## src/rtl/mpmc11_cmd_issue_if.sv

```systemverilog
// Command-issue bundle between the mpmc11 channel FSM, the issue stage and the MIG app port.
// The master side is the requester/MIG environment; the slave side is the issue stage.
interface mpmc11_cmd_issue_if;
    logic        start;
    logic        we;
    logic [7:0]  burst_len;
    logic [31:0] addr_base;
    logic        wdat_valid;
    logic        app_rdy;
    logic        app_en;
    logic [2:0]  app_cmd;
    logic [31:0] app_addr;
    logic [7:0]  cmd_cnt;
    logic        busy;
    logic        done;

    modport master (
        output start, we, burst_len, addr_base, wdat_valid, app_rdy,
        input  app_en, app_cmd, app_addr, cmd_cnt, busy, done
    );

    modport slave (
        input  start, we, burst_len, addr_base, wdat_valid, app_rdy,
        output app_en, app_cmd, app_addr, cmd_cnt, busy, done
    );
endinterface

```

## src/rtl/mpmc11_cmd_issue.sv

```systemverilog
// mpmc11 command-issue stage: latches a burst request and issues burst_len+1
// MIG commands at consecutive WID/8-byte addresses, then pulses done.
module mpmc11_cmd_issue #(
    parameter int WID = 256
) (
    input  logic                 clk,
    input  logic                 rst,
    mpmc11_cmd_issue_if.slave    bus
);
    localparam int          INC      = WID / 8;
    localparam logic [31:0] INC_W    = 32'(INC);
    localparam logic [31:0] ALN_MASK = ~(INC_W - 32'd1);

    typedef enum logic [1:0] {
        ST_IDLE  = 2'd0,
        ST_ISSUE = 2'd1,
        ST_DONE  = 2'd2
    } state_t;

    state_t      state_q, state_d;
    logic        we_q, we_d;
    logic [7:0]  len_q, len_d;
    logic [31:0] addr_q, addr_d;
    logic [7:0]  cnt_q, cnt_d;
    logic        app_en_s;
    logic [31:0] addr_inc_s;

    // State and burst-context registers.
    always_ff @(posedge clk) begin
        if (rst) begin
            state_q <= ST_IDLE;
            we_q    <= 1'b0;
            len_q   <= 8'd0;
            addr_q  <= 32'd0;
            cnt_q   <= 8'd0;
        end else begin
            state_q <= state_d;
            we_q    <= we_d;
            len_q   <= len_d;
            addr_q  <= addr_d;
            cnt_q   <= cnt_d;
        end
    end

    // Next-state logic; address bits [31:30] are cleared so the beat address wraps at 1 GiB.
    always_comb begin
        state_d    = state_q;
        we_d       = we_q;
        len_d      = len_q;
        addr_d     = addr_q;
        cnt_d      = cnt_q;
        app_en_s   = 1'b0;
        addr_inc_s = addr_q + INC_W;
        case (state_q)
            ST_IDLE: begin
                if (bus.start) begin
                    we_d    = bus.we;
                    len_d   = bus.burst_len;
                    addr_d  = {2'b00, bus.addr_base[29:0]} & ALN_MASK;
                    cnt_d   = 8'd0;
                    state_d = ST_ISSUE;
                end else begin
                    state_d = ST_IDLE;
                end
            end
            ST_ISSUE: begin
                app_en_s = !we_q || bus.wdat_valid;
                if (app_en_s && bus.app_rdy) begin
                    if (cnt_q == len_q) begin
                        state_d = ST_DONE;
                    end else begin
                        cnt_d  = cnt_q + 8'd1;
                        addr_d = {2'b00, addr_inc_s[29:0]};
                    end
                end else begin
                    state_d = ST_ISSUE;
                end
            end
            ST_DONE: begin
                state_d = ST_IDLE;
            end
            default: begin
                state_d = ST_IDLE;
            end
        endcase
    end

    assign bus.app_en   = app_en_s;
    assign bus.app_cmd  = we_q ? 3'b000 : 3'b001;
    assign bus.app_addr = addr_q;
    assign bus.cmd_cnt  = cnt_q;
    assign bus.busy     = (state_q == ST_ISSUE);
    assign bus.done     = (state_q == ST_DONE);
endmodule

```

## src/flat_wrapper.sv

```systemverilog
// flat-port wrapper written by rule: the top's interface ports become plain ports
module mpmc11_cmd_issue_flat 
#(
    parameter int WID = 256
)
  (clk, rst, bus_start, bus_we, bus_burst_len, bus_addr_base, bus_wdat_valid, bus_app_rdy, bus_app_en, bus_app_cmd, bus_app_addr, bus_cmd_cnt, bus_busy, bus_done);
  mpmc11_cmd_issue_if bus_i ();
  input  logic clk;
  input  logic rst;
  input wire logic [$bits(bus_i.start)-1:0] bus_start;
  input wire logic [$bits(bus_i.we)-1:0] bus_we;
  input wire logic [$bits(bus_i.burst_len)-1:0] bus_burst_len;
  input wire logic [$bits(bus_i.addr_base)-1:0] bus_addr_base;
  input wire logic [$bits(bus_i.wdat_valid)-1:0] bus_wdat_valid;
  input wire logic [$bits(bus_i.app_rdy)-1:0] bus_app_rdy;
  output wire logic [$bits(bus_i.app_en)-1:0] bus_app_en;
  output wire logic [$bits(bus_i.app_cmd)-1:0] bus_app_cmd;
  output wire logic [$bits(bus_i.app_addr)-1:0] bus_app_addr;
  output wire logic [$bits(bus_i.cmd_cnt)-1:0] bus_cmd_cnt;
  output wire logic [$bits(bus_i.busy)-1:0] bus_busy;
  output wire logic [$bits(bus_i.done)-1:0] bus_done;
  assign bus_i.start = bus_start;
  assign bus_i.we = bus_we;
  assign bus_i.burst_len = bus_burst_len;
  assign bus_i.addr_base = bus_addr_base;
  assign bus_i.wdat_valid = bus_wdat_valid;
  assign bus_i.app_rdy = bus_app_rdy;
  assign bus_app_en = bus_i.app_en;
  assign bus_app_cmd = bus_i.app_cmd;
  assign bus_app_addr = bus_i.app_addr;
  assign bus_cmd_cnt = bus_i.cmd_cnt;
  assign bus_busy = bus_i.busy;
  assign bus_done = bus_i.done;
  mpmc11_cmd_issue #(.WID(WID)) u_core (.clk(clk), .rst(rst), .bus(bus_i));
endmodule
```

## config.mk

```make
export PLATFORM = sky130hd
export DESIGN_NAME = mpmc11_cmd_issue_flat
export DESIGN_NICKNAME = d
export VERILOG_FILES = /design/src/rtl/mpmc11_cmd_issue_if.sv /design/src/rtl/mpmc11_cmd_issue.sv /design/src/flat_wrapper.sv
export SDC_FILE = /design/constraint.sdc
export NUM_CORES = 1
export LEC_CHECK = 0
export CAP_MARGIN = 5
export CORE_MARGIN = 10
export CORE_UTILIZATION = 40
export DETAILED_ROUTE_END_ITERATION = 10
export PLACE_DENSITY = 0.75
export SETUP_SLACK_MARGIN = 0.2
export SKIP_CTS_REPAIR_TIMING = 1
export SYNTH_ARGS = -nofsm -noshare
export SYNTH_HDL_FRONTEND = slang
export SYNTH_SLANG_ARGS = --single-unit
```

## constraint.sdc

```tcl
create_clock -name clk -period 1.85 [get_ports clk]
set_input_delay 0.37 -clock clk [delete_from_list [all_inputs] [get_ports clk]]
set_output_delay 0.37 -clock clk [all_outputs]
set_load 0.02 [all_outputs]
```

==> Yosys cells after proc, flatten, opt, wreduce, memory -nomap -nowiden <==
Index checks and enable logic that the tools add are counted.
{ "op_classes": {"n_reduce_logical": 7, "mux": 14, "addsub": 2, "n_eq_ne": 7} }
{ "ops": {"columns": ["operator", "count"], "rows": [
  ["32-bit two-way mux", 3],
  ["32-bit one-hot mux with 2 select lines", 1],
  ["30-bit by 6-bit adder with 30-bit output (second input constant)", 1],
  ["8-bit two-way mux", 3],
  ["8-bit one-hot mux with 2 select lines", 1],
  ["8-bit by 1-bit adder with 8-bit output (second input constant)", 1],
  ["8-bit equality test", 1],
  ["2-bit two-way mux", 2],
  ["2-bit != test (second input constant)", 2],
  ["2-bit one-hot mux with 2 select lines", 1],
  ["4-bit AND reduction", 1],
  ["1-bit two-way mux", 3],
  ["3-bit != test (second input constant)", 1],
  ["2-bit by 1-bit equality test with 1-bit output (second input constant)", 1],
  ["2-bit equality test (second input constant)", 1],
  ["2-bit logical NOT", 1],
  ["2-bit by 1-bit != test with 1-bit output (second input constant)", 1],
  ["2-bit AND reduction", 1],
  ["2-bit nonzero test", 1],
  ["1-bit logical AND", 1],
  ["1-bit logical NOT", 1],
  ["1-bit logical OR", 1]
]} }
{ "totals": {"reg_bits": 51, "inputBits": 46, "output_inout_bits": 46, "word_cells": 35} }

==> Longest topological paths before layout <==
{ "depth": {"word_depth": 5, "mapped_depth": 9, "depth_no_buf": 6} }

==> Worst setup path after synthesis <==
OpenSTA, ideal clock, no wires.
{ "synth_timing": {"path_kind": "register -> register", "start": "register u_core.addr_q[6], in the netlist u_core.bus.app_addr[6]", "end": "register u_core.addr_q[19], in the netlist u_core.bus.app_addr[19]", "t_arrival_ps": 1876, "path_slack_ps": -121, "required_time_ps": 1755, "n_path_buf": 0, "stages_incl_launch_ff": 7, "cell_sequence": "dfxtp_1 > ha_1 > nand4_1 > or3_1 > o31ai_1 > o21ai_0 > a221oi_1"} }
{ "synth_between": {"elab_chain_cells": 4} }
{ "synth_lines": {"columns": ["item", "line_no", "source"], "rows": [
  ["start, declared", "mpmc11_cmd_issue.sv:23", "logic [31:0] addr_q, addr_d;"],
  ["start signal, assigned", "mpmc11_cmd_issue.sv:40", "addr_q <= addr_d;"],
  ["30-bit by 6-bit adder with 30-bit output", "mpmc11_cmd_issue.sv:53", "addr_inc_s = addr_q + INC_W;"],
  ["32-bit two-way mux", "mpmc11_cmd_issue.sv:69", "if (cnt_q == len_q) begin"],
  ["32-bit two-way mux", "mpmc11_cmd_issue.sv:68", "if (app_en_s && bus.app_rdy) begin"],
  ["32-bit one-hot mux with 2 select lines", "mpmc11_cmd_issue.sv:54", "case (state_q)"]
]} }
Every way passes these cells. The select of a mux whose other input is x is not followed.
A chain may end at the register's enable or synchronous reset.

==> Worst setup path in the final report <==
{ "layout_timing": {"start": "register u_core.cnt_q[4], in the netlist u_core.bus.cmd_cnt[4]", "end": "register u_core.addr_q[28], in the netlist u_core.bus.app_addr[28]"} }
{ "layout_between": {"elab_chain_cells": 3} }
{ "layout_lines": {"columns": ["item", "line_no", "source"], "rows": [
  ["start, declared", "mpmc11_cmd_issue.sv:24", "logic [7:0] cnt_q, cnt_d;"],
  ["start signal, assigned", "mpmc11_cmd_issue.sv:41", "cnt_q <= cnt_d;"],
  ["8-bit equality test", "mpmc11_cmd_issue.sv:69", null],
  ["2-bit != test (no line)", null, null],
  ["4-bit AND reduction (no line)", null, null]
]} }
Every way passes these cells.

==> results by group <==
Yosys
  • Area contributors post-synth: dfxtp_1 32%, nand2_1 7.1%, a21oi_1 4.7%, nand3_1 4.0%, nor2_1 3.1%
  • Post-Synth XOR/XNOR Area: 0.0286
  • Mapped Cells: 350
  • Synth unique cells: 66
  • Top-count cell post-synth: nand2_1
  • Synth Area in Adders: 0.00909
  • Syn avg cell area: 7.86 um^2
  • Simple-gate share of the synthesized area: 0.257
  • Post-synthesis compound-gate area fraction: 0.287
  • Largest area contributor in the netlist: dfxtp_1
  • Mux contribution to synthesized area: 0.00727
  • EDFF count, synth: 0
  • Synth async-reset ratio: 0
  • Largest family of logic cells by synthesized area: compound AO/OA/AOI/OAI gates
  • Post-synth top cells: 52 x nand2_1, 44 x dfxtp_1, 26 x a21oi_1
  • Post-Synthesis Cell Area: 0.00275 mm^2
  • #FFs+latches synth: 44
  • Synth Flop Type: dfxtp_1
  • Synth Warn #: 0
  • Yosys top cell area share: 0.320
  • Sequential area share after synthesis: 0.320

Routing
  • Drt pass-1 iters: 6
  • Vias per cell: 5.88
  • Drt initial violations: 185
  • Final wirelength: 9980 um
  • # DRC: 0
  • Antenna viol nets, final: 0
  • DR WL/cell: 18.7 um
  • Via count: 3136

STA
  • Max-slew violations: 0
  • RSZ-0062 raised after global routing: true
  • Final setup fails: 6
  • Worst setup margin: -0.0329 ns
  • Period utilisation layout: 1.02
  • Worst clock skew: 0.00795 ns
  • Final hold violation count: 0
  • Max Fclk: 0.531 GHz
  • Period minus WS final: 1.88 ns

Clocking
  • Clk_lat worst skew: 0.31 ns
  • Clock-pin slew on the worst setup and hold paths: 0.09 ns
  • Root Buffer: clkbuf_8
  • CTS Buf Count: 5
  • CTS tree: done
  • CTS Buffer Depth: 2
  • H-tree Lvls: 2
  • TritonCTS Sinks: 44

Global routing
  • First-pass GRT wire length: 14400 um
  • Grt ovf: 0
  • GRT Util Overall: 0.166
  • Vias in the first global route: 2983
  • Initial antenna violation count: 0
  • Pin count of the biggest net entering global routing: 42

Floorplanning
  • Std-Cell Rows: 30
  • Die area: 0.0106 mm^2
  • I/O pins: 92
  • Die height: 103 um
  • Die width: 103 um
  • Initial Util: 0.407
  • Core area: 0.00676 mm^2

Worst setup path
  • CP Data Arrival Time: 2.08 ns
  • Largest fanout on the critical path: 6
  • Crit Path Category: reg2reg
  • Crit path required time: 2.05 ns
  • Worst Setup End Kind: flip-flop
  • Critical R2R Capture: u_core.bus.app_addr[28]
  • Critical Path Start Type: flip-flop
  • R2R Path Start: u_core.bus.cmd_cnt[4]
  • R2r worst-path depth: 7
  • FF-to-FF setup slack: -0.03 ns

Flow run
  • Maxcap violations: 0

Power
  • P_leak: 2.21 nW
  • Pwr dens: 627 mW/mm^2
  • Peak VDD IR: 0.409 mV

Place
  • Port Buffers: 75
  • Dpl hpwl: 6510 um
  • Worst slack, placed: -0.256 ns
  • GP Congestion: 0.878
  • Post-DP Area: 0.00388 mm^2
  • Placed Cells: 509

Min path
  • Worst Hold Class: reg2reg
  • Hold wc startpoint: u_core.len_q[7]
  • Hold Path Depth: 2
  • Worst Hold Endpoint: u_core.len_q[7]

Layout
  • Share of layout cells above drive strength 1: 0.283
  • Area Growth Syn to Fin: 59.7%
  • Post-Layout Cell Count: 533
  • Fin area: 0.00440 mm^2
  • Antenna diodes: 0
  • Nets: 500

Run status
  • Status: finished, violations left
  • Failing checks: negative setup slack
==> registers in the layout (all words and copies together), names as in the netlist <==
register	flops
u_core.bus.app_addr	25
u_core.len_q	8
u_core.state_q	2
u_core.we_q	1
u_core.bus.cmd_cnt	8
==> cells by family after synthesis <==
family,Yosys count
DFF,44
buffers and inverters,46
xor gates and xnor gates,9
adders and majority gates,2
muxes,2
AOI/OAI and AO/OA,109
other,1
and+or+nand+nor,137
==> report_power, final <==
part | total, mW | switching, mW | internal [mW]
logic | 1.03 | 0.550 | 0.480
registers | 1.12 | 0.0946 | 1.03
clock network | 0.606 | 0.349 | 0.257
==> cells in the final DEF, fill, tap and decap left out, types with 9 or more instances in the layout <==
cell,synthesis,routed
a221oi_2,3,10
inv_1,11,11
buf_4,9,34
dfxtp_1,44,23
clkdlybuf4s50_1,0,37
a21oi_1,26,22
nor2_1,23,23
dfxtp_2,0,13
nand2_1,52,52
conb_1,1,9
nand3_1,22,21
dlymetal6s2s_1,0,37
==> how the worst max path moves through the flow <==
stage | start | endpoint | slack, ns | depth (start not counted)
floorplan | u_core.bus.app_addr[5] | u_core.bus.app_addr[19] | 0.08 | 6
global placement | bus_wdat_valid | bus_app_en | -0.26 | 4
detailed placement | bus_wdat_valid | bus_app_en | -0.26 | 4
CTS | bus_wdat_valid | bus_app_en | -0.27 | 4
global route | u_core.bus.cmd_cnt[4] | u_core.bus.app_addr[28] | -0.07 | 7
finish | u_core.bus.cmd_cnt[4] | u_core.bus.app_addr[28] | -0.03 | 7
==> per-stage QoR <==
step / TNS (ns) / hold slack [ns] / util / total power, mW
final: -0.0741 / 0.473 / 0.651 / 2.76
after global routing: -0.696 / 0.499 / 0.651 / 2.87
after CTS: -0.974 / 0.477 / 0.586 / 2.65
after detailed placement: -3.59 / 0.465 / 0.574 / 2.06
after global placement: -2.66 / 0.457 / 0.574 / 2.04
after floorplan: 0 / 0.448 / - / 1.68
==> layout make-up <==
cell class                 instances  area (um^2)
clock buffer                       5         68.8
clock inverter                     3         13.8
fill                             566         2360
inverter                          13         53.8
multi-input combinational        268         1920
sequential                        44          927
tap                               80          100
timing repair buffer             120         1310
==> worst max-delay path, stage by stage, from the launching register on <==
cell,delay (ns)
dfxtp_4,0.37
xor2_2,0.16
nor4_4,0.42
a31o_4,0.28
buf_12,0.14
buf_4,0.11
a22oi_2,0.07
o221a_2,0.22
==> layer usage <==
layer,track usage,vias up,wire (um)
li1,-,1486,-
met1,0.205,1484,4200
met2,0.279,148,4880
met3,0.0436,18,743
met4,0.0396,0,155
met5,0,-,0
(Power assumes the default switching activity.)
==> patch 1, RTL diff (same settings) <==
Re-encode `state_t` (3 states) as one-hot, 3 bits wide.
--- a/src/rtl/mpmc11_cmd_issue.sv
+++ b/src/rtl/mpmc11_cmd_issue.sv
@@ -13,6 +13,6 @@
 
-    typedef enum logic [1:0] {
-        ST_IDLE  = 2'd0,
-        ST_ISSUE = 2'd1,
-        ST_DONE  = 2'd2
+    typedef enum logic [2:0] {
+        ST_IDLE  = 3'b001,
+        ST_ISSUE = 3'b010,
+        ST_DONE  = 3'b100
     } state_t;
Function: no difference found for any inputs over 4 cycles, from zero or initial values and one cycle with rst high; so few cycles prove little.
==> patch 1 against the unedited design <==
- the run still ends with negative setup slack left
- total power down 4.0%
- utilization rose by 11 points
- cell area up 11%
- cell count rose by 6.2%
- global-route usage increased by 1.4 points
- sequential cell count up 1
- first-iteration DRC count up 56%
- wire length is 16% higher
- worst setup slack lost 0.11 ns
- clock skew shrank 0.0026 ns
- synthesized cell count did not move
- synthesized area shrank 2.4%
- critical endpoint is now u_core.bus.app_addr[29]
- largest power group unchanged
==> patch 1: results (changes against the unedited design) <==
* Status: finished, violations left
* Failing checks: negative setup slack
* EDFF count, synth at 0 (unchanged)
* Setup_tns at -0.4599 ns (-0.3858 ns)
* Antenna fix cells at 0 (unchanged)
* IO Port Bufs at 75 (unchanged)
* Hold Startpoint: u_core.len_q[1]
* Post-synth top flop: dfxtp_1
* Worst vdd ir at 0.3142 mV (-23%)
* Fillers at 384 (-32%)
* Layout net count at 536 (+7.2%)
* Global-route wire length before repair at 15440 microns (+7.4%)
* WP data arrival at 2.19 ns (+0.11 ns)
* Area post-placement at 4073 sq um (+5.0%)
* Worst-path clk slew at 0.09 ns (about the same)
* Asr flop ratio synth at 0% (unchanged)
* Avg WL per Cell at 20.42 microns (+9.1%)
* Yosys cell types at 56 (-15%)
* Finished Layout Cells at 566 (+6.2%)
* Top post-synthesis cells by area: dfxtp_1 34%, a21oi_1 7.1%, nand2_1 6.4%, nand3_1 4.3%, nor2_1 3.2%
* Critical path fanouts, max at 3 (-3)
* Post-Route Skew at 0.005349 ns (-0.002605 ns)
* Root Buffer: clkbuf_8
* Max Buffers Root-to-Sink at 2 (unchanged)
* Vias/cell at 6.129 (+4.2%)
* DPL Wire Length at 7135 microns (+9.6%)
* Post-route setup slack at -0.1414 ns (-0.1084 ns)
* Pre-antenna DRT Iters at 5 (-1)
* Routability cong. at 0.8911 (+1.5%)
* Vias in the first global route at 3239 (+8.6%)
* CTS Buf Count at 5 (unchanged)
* Dpl cells at 541 (+6.3%)
* YS warnings at 0 (unchanged)
* Register area share after synthesis at 33.54% (+1.5 points)
* Number of flip-flops under the largest register name at 25 (unchanged)
* Tightest Hold Check Type: reg2reg
* Gr ovfl total at 0 (unchanged)
* Synth cell count leaders: 46 x nand2_1, 45 x dfxtp_1, 38 x a21oi_1, 23 x nand3_1, 23 x nor2_1
* Worst r2r src: u_core.bus.app_addr[6]
* GRT Util Overall at 17.91% (+1.4 points)
* CTS H-tree lvls at 2 (unchanged)
* Largest net degree at the start of global routing at 39 (-7.1%)
* Max Fclk at 0.5022 GHz (-5.4%)
* Initial drt markers at 288 (+56%)
* Worst-Skew Late Latency at 0.30 ns
* Leak pwr at 2.410 nW (+8.9%)
* Remaining antenna violation count after routing at 0 (unchanged)
* Setup violations, final at 9 (+3)
* Place WS at -0.3163 ns (-0.05981 ns)
* Fraction of layout cells with a size suffix above 1 at 38.65% (+10 points)
==> patch 1: cell count changes in the layout (fill, tap and decap cells not counted), sizes merged, moves of 4 or more <==
cell,delta
a21oi,+13
and4,+6
a31oi,+5
buf,+39
nand2,-7
nor4,+6
clkbuf,+4
a31o,-5
inv,-9
a221oi,-10
nand4,-4
o32ai,+4
==> patch 1: layout make-up <==
class                           count  area [sq um]  share of cell area, %
Timing Repair Buffer              159          1665                  34.25
Sequential cell                    45         948.4                  19.51
Tap cell                           77         96.34                  1.981
Clock buffer                        8         90.09                  1.853
Inverter                            4         17.52                 0.3603
Multi-Input combinational cell    273          2044                  42.05
==> patch 1: cells by family (layout without fill, tap and decap cells) <==
| group | Yosys count | count (layout) | share of synthesized area (%) |
|---|---|---|---|
| adder cells (fa/ha/maj) | 2 | 2 | 0.9314 |
| buffers and inverters | 40 | 171 | 6.986 |
| AND/OR/NAND/NOR | 140 | 140 | 26.83 |
| multiplexers | 1 | 1 | 0.4192 |
| XOR/XNOR | 8 | 8 | 2.608 |
| other | 1 | 9 | 0.1396 |
| flip-flops | 45 | 45 | 33.54 |
| AO/OA/AOI/OAI | 113 | 113 | 28.55 |
==> patch 1: path summary, 6_finish.rpt <==
| kind | slack, ns | endpoint | cells past startpoint |
|---|---|---|---|
| setup / recovery | -0.14 | u_core.bus.app_addr[29] | 8 |
| setup reg to reg | -0.14 | u_core.bus.app_addr[29] | 8 |
| hold / removal | 0.47 | u_core.len_q[1] | 2 |
| hold reg to reg | 0.47 | u_core.len_q[1] | 2 |
==> patch 1: metal layers <==
layer / vias to the layer above / GRT usage (%) / share of wire [%]
met2: 211 / 30.77 / 50
met4: 0 / 6.074 / 2.4
met5: - / 0 / 0
li1: 1582 / - / -
met3: 44 / 3.846 / 8.4
met1: 1632 / 21.71 / 39
==> patch 1: worst max-delay path: stages (launching register included) <==
cell	delay, ns
dfxtp_4	0.37
ha_4	0.15
nand3_4	0.08
or4_4	0.51
buf_6	0.15
buf_6	0.11
o21ai_0	0.15
o21ai_0	0.13
a31o_1	0.24
==> patch 1: power breakdown <==
group          total [mW]  leakage, nW  internal [mW]  switching, mW
clock network       0.649       0.0455          0.306          0.344
logic               0.900         1.98          0.440          0.459
registers            1.10        0.382           1.04         0.0589
==> patch 2, RTL diff (config.mk and constraints unchanged) <==
Without the edit above. `WID` is set to 256 in 2 places; all go to 192.
--- a/src/rtl/mpmc11_cmd_issue.sv
+++ b/src/rtl/mpmc11_cmd_issue.sv
@@ -3,3 +3,3 @@
 module mpmc11_cmd_issue #(
-    parameter int WID = 256
+    parameter int WID = 192
 ) (
--- a/src/flat_wrapper.sv
+++ b/src/flat_wrapper.sv
@@ -3,3 +3,3 @@
 #(
-    parameter int WID = 256
+    parameter int WID = 192
 )
Function: changed (Yosys sat finds a counterexample within 4 cycles, from zero or initial values and one cycle with rst high).
==> patch 2 against the unedited design <==
- the flow still finishes with violations (negative setup slack)
- wire length up 17%
- sequential cell count is 2 higher
- combinational power increased by 14%
- utilization up 6.4 points
- worst setup slack worse by 0.013 ns
- non-clock buffer count rose by 36
- clock power grew 11%
- sequential power is 7% higher
- cell count up 13%
- cell area up 12%
- synthesized cell count is 4.9% higher
- total power increased by 10%
- synthesized area increased by 4.8%
- critical path depth grew 1
==> patch 2: results (changes against the unedited design) <==
* Vias in the first global route at 3220 (+7.9%)
* Max Buffers Root-to-Sink at 2 (unchanged)
* IO Port Bufs at 78 (+4.0%)
* Worst-Skew Late Latency at 0.31 ns (about the same)
* Total Wirelength at 11640 microns (+17%)
* Asr flop ratio synth at 0% (unchanged)
* YS warnings at 0 (unchanged)
* GRT Util Overall at 16.56% (about the same)
* Worst-path clk slew at 0.09 ns (about the same)
* Worst R2R Path Depth at 8 (+1)
* Root Buffer: clkbuf_8
* Fillers at 510 (-9.9%)
* WHS Path Cells at 2 (unchanged)
* CTS Buf Count at 5 (unchanged)
* Post-Route Skew at 0.01441 ns (+0.006461 ns)
* CTS H-tree lvls at 2 (unchanged)
* WP data arrival at 2.08 ns (about the same)
* Synth cell count leaders: 54 x nand2_1, 46 x dfxtp_1, 32 x a21oi_1, 24 x nor2_1, 20 x nand3_1
* Status: finished, violations left
* Largest net degree at the start of global routing at 33 (-21%)
* Area post-placement at 4059 sq um (+4.7%)
* DPL Wire Length at 7212 microns (+11%)
* Leak pwr at 2.503 nW (+13%)
* Global-route wire length before repair at 15750 microns (+9.7%)
* Yosys cell types at 59 (-11%)
* Layout net count at 551 (+10%)
* Initial drt markers at 309 (+67%)
* Via count at 3582 (+14%)
* Post-route setup slack at -0.04558 ns (-0.01266 ns)
* Initial antenna violation count at 0 (unchanged)
* Register area share after synthesis at 31.93% (-0.069 points)
* Number of flip-flops under the largest register name at 27 (+8.0%)
* Pre-antenna DRT Iters at 5 (-1)
* Setup violations, final at 4 (-2)
* Antenna fix cells at 0 (unchanged)
* Fraction of layout cells with a size suffix above 1 at 33.93% (+5.7 points)
* Tightest Hold Check Type: reg2reg
* Top post-synthesis cells by area: dfxtp_1 32%, nand2_1 7.0%, a21oi_1 5.6%, nand3_1 3.5%, nor2_1 3.1%
* Failing checks: negative setup slack
* Setup_tns at -0.1076 ns (-0.03356 ns)
* Routability cong. at 0.8484 (-3.4%)
* Worst vdd ir at 0.4030 mV (-1.4%)
* Critical path fanouts, max at 5 (-1)
==> patch 2: cell types whose count changed after synthesis, sizes merged, moves of 3 or more <==
| cell | unedited run | this run |
|---|---|---|
| a221oi | 11 | 4 |
| a21oi | 26 | 32 |
| nor3 | 4 | 10 |
| o32ai | 3 | 7 |
| a31o | 6 | 3 |
| a32o | 1 | 4 |
| inv | 12 | 9 |
| nand3 | 23 | 20 |
| o21ai | 16 | 19 |
==> patch 2: cell type report <==
type                       instances  area (sq um)  share of cell area (%)
timing repair buffer             156          1648                   33.39
inverter                          10         37.54                  0.7606
tap                               96         120.1                   2.434
clock buffer                       7         86.33                   1.749
multi-input combinational        284          2072                   41.99
sequential                        46         965.9                   19.57
clock inverter                     1         5.005                  0.1014
==> patch 2: critical path, stage by stage (launching register included) <==
cell and delay [ns]:
dfxtp_2 0.34, xor2_2 0.19, nor4_4 0.36, buf_4 0.18, a31oi_4 0.13, buf_6 0.17, buf_6 0.12, nor3_1 0.20
a211oi_1 0.08
==> patch 2: path summary, 6_finish.rpt <==
path / to / from
worst min register to register: u_core.len_q[7] / u_core.len_q[7]
worst max-delay path: u_core.bus.app_addr[4] / u_core.len_q[2]
worst min-delay path: u_core.len_q[7] / u_core.len_q[7]
worst max register to register: u_core.bus.app_addr[4] / u_core.len_q[2]
==> patch 2: where the power goes <==
part / leakage (nW) / switching, mW / internal, mW
combinational: 2.07 / 0.610 / 0.557
sequential: 0.389 / 0.122 / 1.08
clock: 0.0482 / 0.368 / 0.303
==> patch 2: kinds of logic after synthesis <==
group	Yosys count	share of synthesized area [%]
simple gates	143	25.68
buf+inv	44	7.678
fa+ha+maj	2	0.8675
mux	1	0.3471
xor+xnor	9	2.733
other cells	1	0.1300
flops	46	31.93
compound gates	121	30.63
==> patch 2: routing by layer <==
layer	wire length (microns)	track usage, %	up-vias
li1	-	-	1636
met4	206	4.510	0
met2	5886	28.38	203
met1	4657	19.58	1719
met5	0	0	-
met3	887	4.914	24
==> patch 2: stage by stage <==
step	setup WS (ns)	hold slack (ns)	cells	utilization [%]
after floorplan	0.1778	0.4478	373	-
after global placement	-0.2248	0.4537	556	58.77
after detailed placement	-0.2915	0.4622	556	58.77
after CTS	-0.2246	0.4753	564	60.09
after global routing	-0.1120	0.4953	600	71.45
final	-0.04558	0.4742	600	71.45
